## src/rtl/ldst_unit.sv

```systemverilog
// Load/store execution stage: effective-address generation, an in-order store
// buffer drained to data memory after commit, and store-to-load forwarding.
module ldst_unit #(
    parameter int DATA_W   = 32,
    parameter int TAG_W    = 6,
    parameter int SB_DEPTH = 4
) (
    input  logic              clk,
    input  logic              rst_n,
    input  logic              i_issue_vld,
    output logic              o_issue_rdy,
    input  logic [DATA_W-1:0] i_rs1_srcopr,
    input  logic [DATA_W-1:0] i_rs2_srcopr,
    input  logic [DATA_W-1:0] i_imm,
    input  logic              i_is_st,
    input  logic [TAG_W-1:0]  i_rrftag,
    input  logic [1:0]        i_com_st_num,
    input  logic              i_flush,
    output logic              o_exfin_ld,
    output logic [TAG_W-1:0]  o_ex_ld_rrftag,
    output logic [DATA_W-1:0] o_exfin_ld_res,
    output logic              o_exfin_st,
    output logic [TAG_W-1:0]  o_ex_st_rrftag,
    output logic              o_dmem_rd_en,
    output logic [DATA_W-1:0] o_dmem_raddr,
    input  logic [DATA_W-1:0] i_dmem_rdata,
    output logic              o_dmem_wr_en,
    output logic [DATA_W-1:0] o_dmem_waddr,
    output logic [DATA_W-1:0] o_dmem_wdata
);
    localparam int PTR_W = $clog2(SB_DEPTH);
    localparam int WA_W  = DATA_W - 2;
    localparam int CNT_W = PTR_W + 1;

    logic [WA_W-1:0]   sb_addr_r [SB_DEPTH];
    logic [DATA_W-1:0] sb_data_r [SB_DEPTH];
    logic [PTR_W-1:0]  head_r, tail_r, com_ptr_r;
    logic [CNT_W-1:0]  count_r, ucnt_r;

    logic              s1_vld_r, s2_vld_r, s2_hit_r, st_vld_r;
    logic [WA_W-1:0]   s1_addr_r;
    logic [TAG_W-1:0]  s1_tag_r, s2_tag_r, st_tag_r;
    logic [DATA_W-1:0] s2_fwd_r;

    logic              fire_s, alloc_s, ld_fire_s, drain_s, hit_s;
    logic [DATA_W-1:0] ea_s, fwd_s;
    logic [CNT_W-1:0]  ccnt_s, ucnt_left_s;
    logic [PTR_W-1:0]  com_ptr_nxt_s;

    // Issue handshake, address generation and commit bookkeeping
    always_comb begin
        o_issue_rdy   = (count_r < CNT_W'(SB_DEPTH)) && !i_flush;
        fire_s        = i_issue_vld && o_issue_rdy;
        alloc_s       = fire_s && i_is_st;
        ld_fire_s     = fire_s && !i_is_st;
        ea_s          = i_rs1_srcopr + i_imm;
        ccnt_s        = count_r - ucnt_r;
        drain_s       = (ccnt_s != '0);
        ucnt_left_s   = ucnt_r - CNT_W'(i_com_st_num);
        com_ptr_nxt_s = com_ptr_r + PTR_W'(i_com_st_num);
    end

    // Walk oldest to youngest so the last match seen is the youngest store
    always_comb begin
        hit_s = 1'b0;
        fwd_s = '0;
        for (int i = 0; i < SB_DEPTH; i++) begin
            if ((CNT_W'(i) < count_r) && (sb_addr_r[head_r + PTR_W'(i)] == s1_addr_r)) begin
                hit_s = 1'b1;
                fwd_s = sb_data_r[head_r + PTR_W'(i)];
            end else begin
                hit_s = hit_s;
            end
        end
    end

    // Store buffer payload; validity is tracked by the pointers alone
    always_ff @(posedge clk) begin
        if (alloc_s) begin
            sb_addr_r[tail_r] <= ea_s[DATA_W-1:2];
            sb_data_r[tail_r] <= i_rs2_srcopr;
        end
    end

    // Store buffer pointers and occupancy; flush rewinds tail to the commit point
    always_ff @(posedge clk) begin
        if (!rst_n) begin
            head_r    <= '0;
            tail_r    <= '0;
            com_ptr_r <= '0;
            count_r   <= '0;
            ucnt_r    <= '0;
        end else begin
            head_r    <= head_r + PTR_W'(drain_s);
            com_ptr_r <= com_ptr_nxt_s;
            if (i_flush) begin
                tail_r  <= com_ptr_nxt_s;
                ucnt_r  <= '0;
                count_r <= count_r - ucnt_left_s - CNT_W'(drain_s);
            end else begin
                tail_r  <= tail_r + PTR_W'(alloc_s);
                ucnt_r  <= ucnt_left_s + CNT_W'(alloc_s);
                count_r <= count_r + CNT_W'(alloc_s) - CNT_W'(drain_s);
            end
        end
    end

    // Load pipeline stages and store completion register
    always_ff @(posedge clk) begin
        if (!rst_n) begin
            s1_vld_r  <= 1'b0;
            s1_addr_r <= '0;
            s1_tag_r  <= '0;
            s2_vld_r  <= 1'b0;
            s2_tag_r  <= '0;
            s2_hit_r  <= 1'b0;
            s2_fwd_r  <= '0;
            st_vld_r  <= 1'b0;
            st_tag_r  <= '0;
        end else begin
            s1_vld_r  <= ld_fire_s;
            s1_addr_r <= ea_s[DATA_W-1:2];
            s1_tag_r  <= i_rrftag;
            s2_vld_r  <= s1_vld_r && !i_flush;
            s2_tag_r  <= s1_tag_r;
            s2_hit_r  <= hit_s;
            s2_fwd_r  <= fwd_s;
            st_vld_r  <= alloc_s;
            st_tag_r  <= alloc_s ? i_rrftag : st_tag_r;
        end
    end

    // Completion broadcasts and data-memory request signals
    always_comb begin
        o_exfin_st     = st_vld_r;
        o_ex_st_rrftag = st_tag_r;
        o_exfin_ld     = s2_vld_r;
        o_ex_ld_rrftag = s2_tag_r;
        if (!s2_vld_r) begin
            o_exfin_ld_res = '0;
        end else if (s2_hit_r) begin
            o_exfin_ld_res = s2_fwd_r;
        end else begin
            o_exfin_ld_res = i_dmem_rdata;
        end
        o_dmem_rd_en = s1_vld_r && !hit_s;
        if (o_dmem_rd_en) begin
            o_dmem_raddr = {s1_addr_r, 2'b00};
        end else begin
            o_dmem_raddr = '0;
        end
        o_dmem_wr_en = drain_s;
        if (drain_s) begin
            o_dmem_waddr = {sb_addr_r[head_r], 2'b00};
            o_dmem_wdata = sb_data_r[head_r];
        end else begin
            o_dmem_waddr = '0;
            o_dmem_wdata = '0;
        end
    end
endmodule

```

## config.mk

```make
export PLATFORM = sky130hd
export DESIGN_NAME = ldst_unit
export DESIGN_NICKNAME = d
export VERILOG_FILES = /design/src/rtl/ldst_unit.sv
export SDC_FILE = /design/constraint.sdc
export NUM_CORES = 1
export LEC_CHECK = 0
export CAP_MARGIN = 5
export CORE_ASPECT_RATIO = 1.75
export CORE_MARGIN = 2
export CORE_UTILIZATION = 45
export DETAILED_ROUTE_END_ITERATION = 8
export PLACE_DENSITY = 0.7
export SETUP_SLACK_MARGIN = 0.02
export SYNTH_ARGS = -nofsm -noshare
export SYNTH_HDL_FRONTEND = slang
export SYNTH_SLANG_ARGS = --single-unit
export TNS_END_PERCENT = 30
```

## constraint.sdc

```tcl
create_clock -name clk -period 6 [get_ports clk]
set_input_delay 0.9 -clock clk [delete_from_list [all_inputs] [get_ports clk]]
set_output_delay 0.9 -clock clk [all_outputs]
set_load 0.005 [all_outputs]
```

==> flow_summary.toml <==
[synth]
synth_warnings = 0
syn_area_per_cell_um2 = 11.41
syn_area_um2 = 21330
number_of_enable_flip_flop_cells_after_synthesis = 248
ys_dominant_reg_cell = "sky130_fd_sc_hd__edfxtp_1"
synth.ff_latch_count = 344
postSynthCellCount = 1869
synth_async_sr_flop_share_pct = 0
post_synthesis_sequential_area_ratio_pct = 43.93
yosysUniqueCellTypes = 74

[place]
place.detailed.hpwl_um = 49080
pre_cts_slack_ns = 0.5189
place_congestion = 1.058
place.port_buffers = 281

[timing]
worst_slack_ns = 0.05873
achievable-frequency_mhz = 168.3
finalSetupViolations = 0
accumulated_negative_setup_slack_ns = 0
final_period_minus_worst_setup_slack_ns = 5.941
period_share_pct = 99.02
tightestPinTransition_ns = 1.160
finalHoldViolCount = 0
slew_headroom_pct = 22.69
rsz0062_at_grt = "no"
fin_skew_ns = 0.03122
slew_violations = 0

[cts]
number_of_clock_sinks = 344
clk_pin_slew_ns = 0.07
total_of_hold_buffers_inserted_after_clock_tree_synthesis = 0
post_cts_buffers = 0
cts-buffers-inserted = 34
tritoncts = "built"
clock_insertion_delay_worst_skew_ns = 0.54
htree_num_levels = 2
clock_path_buffers = 3
cts_root_buffer = "sky130_fd_sc_hd__clkbuf_16"

[pwr]
p_leak_nw = 9.177
powerDensity_nw_per_um2 = 395.3
peakVddDrop_v = 0.0003243

[die]
die_area_um2 = 49220
design.core.area_um2 = 46900
effective_utilization_at_floorplan_pct = 45.47
floorplan.rows = 105
chipWidth_um = 168.6
io_pins = 286
floorplan.die.height_um = 292.0

[run_status]
status = "finished clean"

[routing]
route.detailed.drc = 0
route.final.wire_length_um = 67260
via_per_inst = 5.883
routed_wire_length_per_instance_um = 24.96
dr_total_vias = 15854
antenna_left = 0
detailed_router_s_first_iteration_violation_count = 867
drtPass1Iterations = 7

[worst_setup_path]
timing.setup.critical_path_class = "reg -> out"
cp_most_frequent_cell = "sky130_fd_sc_hd__buf_4"
cp.required_ns = 5.10
timing.critical_path.fanout_max = 27
cp_cell_sequence = "clkinv_2 -> buf_4 -> mux2i_1 -> xor2_1 -> nor4_1 -> nand4_1 -> nor3_1 -> and3_2 -> nor4_4 -> buf_4 -> and3_1 -> clkdlybuf4s50_1"
crit_arrival_ns = 5.04
cp-start-kind = "flop"
cp-end-kind = "output port"
logic_depth_of_the_worst_register_to_register_path = 11
cpMaxStageDelayCell = "sky130_fd_sc_hd__nor4_4"
slowest_delay_ns = 0.76

[grt]
first_pass_grt_wire_length_um = 99600
grt_antenna_before_repair = 2
grt_overflow_total = 0
first_global_vias = 16596
grtUsageTotal_pct = 27.10
grt_start_max_net_pins = 121

[layout]
area_delta_synth_final_pct = 20.39
fin_nets = 2267
fillCellCount = 4012
regArea_um2 = 9378
multiInputGateArea_um2 = 11090
drive_above_1_share_pct = 13.53

[min_path]
min-delay-path-class = "reg -> reg"
worst_hold_path.num_cells = 1

[flow_run]
max-cap-violations = 0
==> state kept, by name (all words and copies together) (netlist names) <==
name and count:
o_exfin_st 1, s2_fwd_r 32, o_exfin_ld 1, sb_addr_r 120, s1_tag_r 6, com_ptr_r 2, o_ex_st_rrftag 6, s1_vld_r 1
s2_hit_r 1, ucnt_r 3, s1_addr_r 30, head_r 2, tail_r 2, o_ex_ld_rrftag 6, sb_data_r 128, count_r 3
==> path summary, 6_finish.rpt <==
kind          startpoint                 to  slack [ns]
max            head_r[1]   o_dmem_raddr[18]        0.06
max reg2reg    head_r[0]       s2_fwd_r[16]        1.42
min          s1_tag_r[3]  o_ex_ld_rrftag[3]        0.43
min reg2reg  s1_tag_r[3]  o_ex_ld_rrftag[3]        0.43
==> cells in the final DEF, fill, tap and decap left out, types with 12 or more instances in the layout <==
| cell | count |
|---|---|
| sky130_fd_sc_hd__a21oi_1 | 118 |
| sky130_fd_sc_hd__o21ai_0 | 47 |
| sky130_fd_sc_hd__nor3_1 | 12 |
| sky130_fd_sc_hd__edfxtp_1 | 248 |
| sky130_fd_sc_hd__ha_1 | 42 |
| sky130_fd_sc_hd__dfxtp_1 | 93 |
| sky130_fd_sc_hd__and2_1 | 55 |
| sky130_fd_sc_hd__clkdlybuf4s50_1 | 280 |
| sky130_fd_sc_hd__mux2i_1 | 232 |
| sky130_fd_sc_hd__nand2_1 | 119 |
| sky130_fd_sc_hd__buf_4 | 36 |
| sky130_fd_sc_hd__xnor2_1 | 93 |
| sky130_fd_sc_hd__nor2_1 | 128 |
| sky130_fd_sc_hd__o22ai_2 | 30 |
| sky130_fd_sc_hd__nand4_1 | 19 |
| sky130_fd_sc_hd__mux2_2 | 68 |
| sky130_fd_sc_hd__a21o_1 | 16 |
| sky130_fd_sc_hd__and3_1 | 43 |
| sky130_fd_sc_hd__clkbuf_16 | 37 |
| sky130_fd_sc_hd__mux4_2 | 66 |
| sky130_fd_sc_hd__xor2_1 | 44 |
| sky130_fd_sc_hd__nor2b_1 | 87 |
| sky130_fd_sc_hd__inv_1 | 24 |
==> synthesized netlist by cell type (all sizes together) (16+ instances only) <==
master  count  area [um2]
and2       55       344.1
xor2       44       385.4
mux4       68        1539
o21ai      50       250.2
ha         42       525.5
edfxtp    248        7447
a21oi     118       590.6
xnor2      93       814.5
buf        78       553.0
inv        25       93.84
nor2      129       484.2
o22ai      37       419.2
and3       46       287.8
nand4      19       118.9
dfxtp      96        1922
a21o       16       120.1
nor2b      87       544.3
mux2i     233        2336
nand2     120       450.4
mux2       72       814.5
clkbuf     71       266.5
==> what timing repair did <==
| item | 4_1_cts | 5_1_grt |
|---|---|---|
| gates resized for setup | 1 | 1 |
| pin swaps | 0 | 1 |
| endpoints found under the setup margin | 24 | 3 |
==> stage by stage <==
step	instance area, um2	power, mW	hold slack [ns]	utilization (%)	instances
2_1_floorplan	21340	6.052	0.4119	-	1872
4_1_cts	25670	10.18	0.4328	54.74	2694
6_report	25670	10.15	0.4331	54.74	2695
3_5_place_dp	24460	7.864	0.4185	52.16	2632
3_3_place_gp	24460	7.798	0.4146	52.16	2632
5_1_grt	25670	10.65	0.4464	54.74	2694
==> layout make-up <==
| type | count | area share, % |
|---|---|---|
| Inverter | 27 | 0.3996 |
| Clock buffer | 43 | 3.811 |
| Sequential cell | 344 | 36.53 |
| Multi-Input combinational cell | 1352 | 43.20 |
| Clock inverter | 19 | 0.8869 |
| Timing Repair Buffer | 321 | 12.30 |
| Antenna cell | 1 | 0.009747 |
| Tap cell | 588 | 2.866 |
==> logic make-up after synthesis <==
family	Yosys count	share of synthesized area, %
simple gates	504	12.10
compound gates	288	9.176
flops	344	43.93
buf+inv	176	4.318
fa+ha+maj	46	2.840
other cells	1	0.01758
mux	373	21.99
xor+xnor	137	5.626
==> power by group <==
group | switching [mW] | leakage, nW | total, mW | internal, mW
Sequential | 0.196 | 3.03 | 2.89 | 2.69
Clock | 0.914 | 0.582 | 2.29 | 1.37
Combinational | 2.70 | 5.57 | 4.97 | 2.27
Total | 3.81 | 9.18 | 10.1 | 6.34
==> worst max-delay path, delay by kind of cell (launching register included) <==
family	cells	cell delay, ns
XOR/XNOR	1	0.43
buffers and inverters	4	1.73
flip-flops	1	0.53
multiplexers	1	0.20
AND/OR/NAND/NOR	6	1.59
==> layer usage <==
layer  vias to the layer above  track usage [%]  part of all wire [%]
met5                         -                0                 0.021
met4                         2            20.63                   8.4
met3                       210            3.754                   4.6
met2                       561            51.47                    54
met1                      7786            25.95                    33
li1                       7295                -                     -
Power figures use the tool's default switching activity.
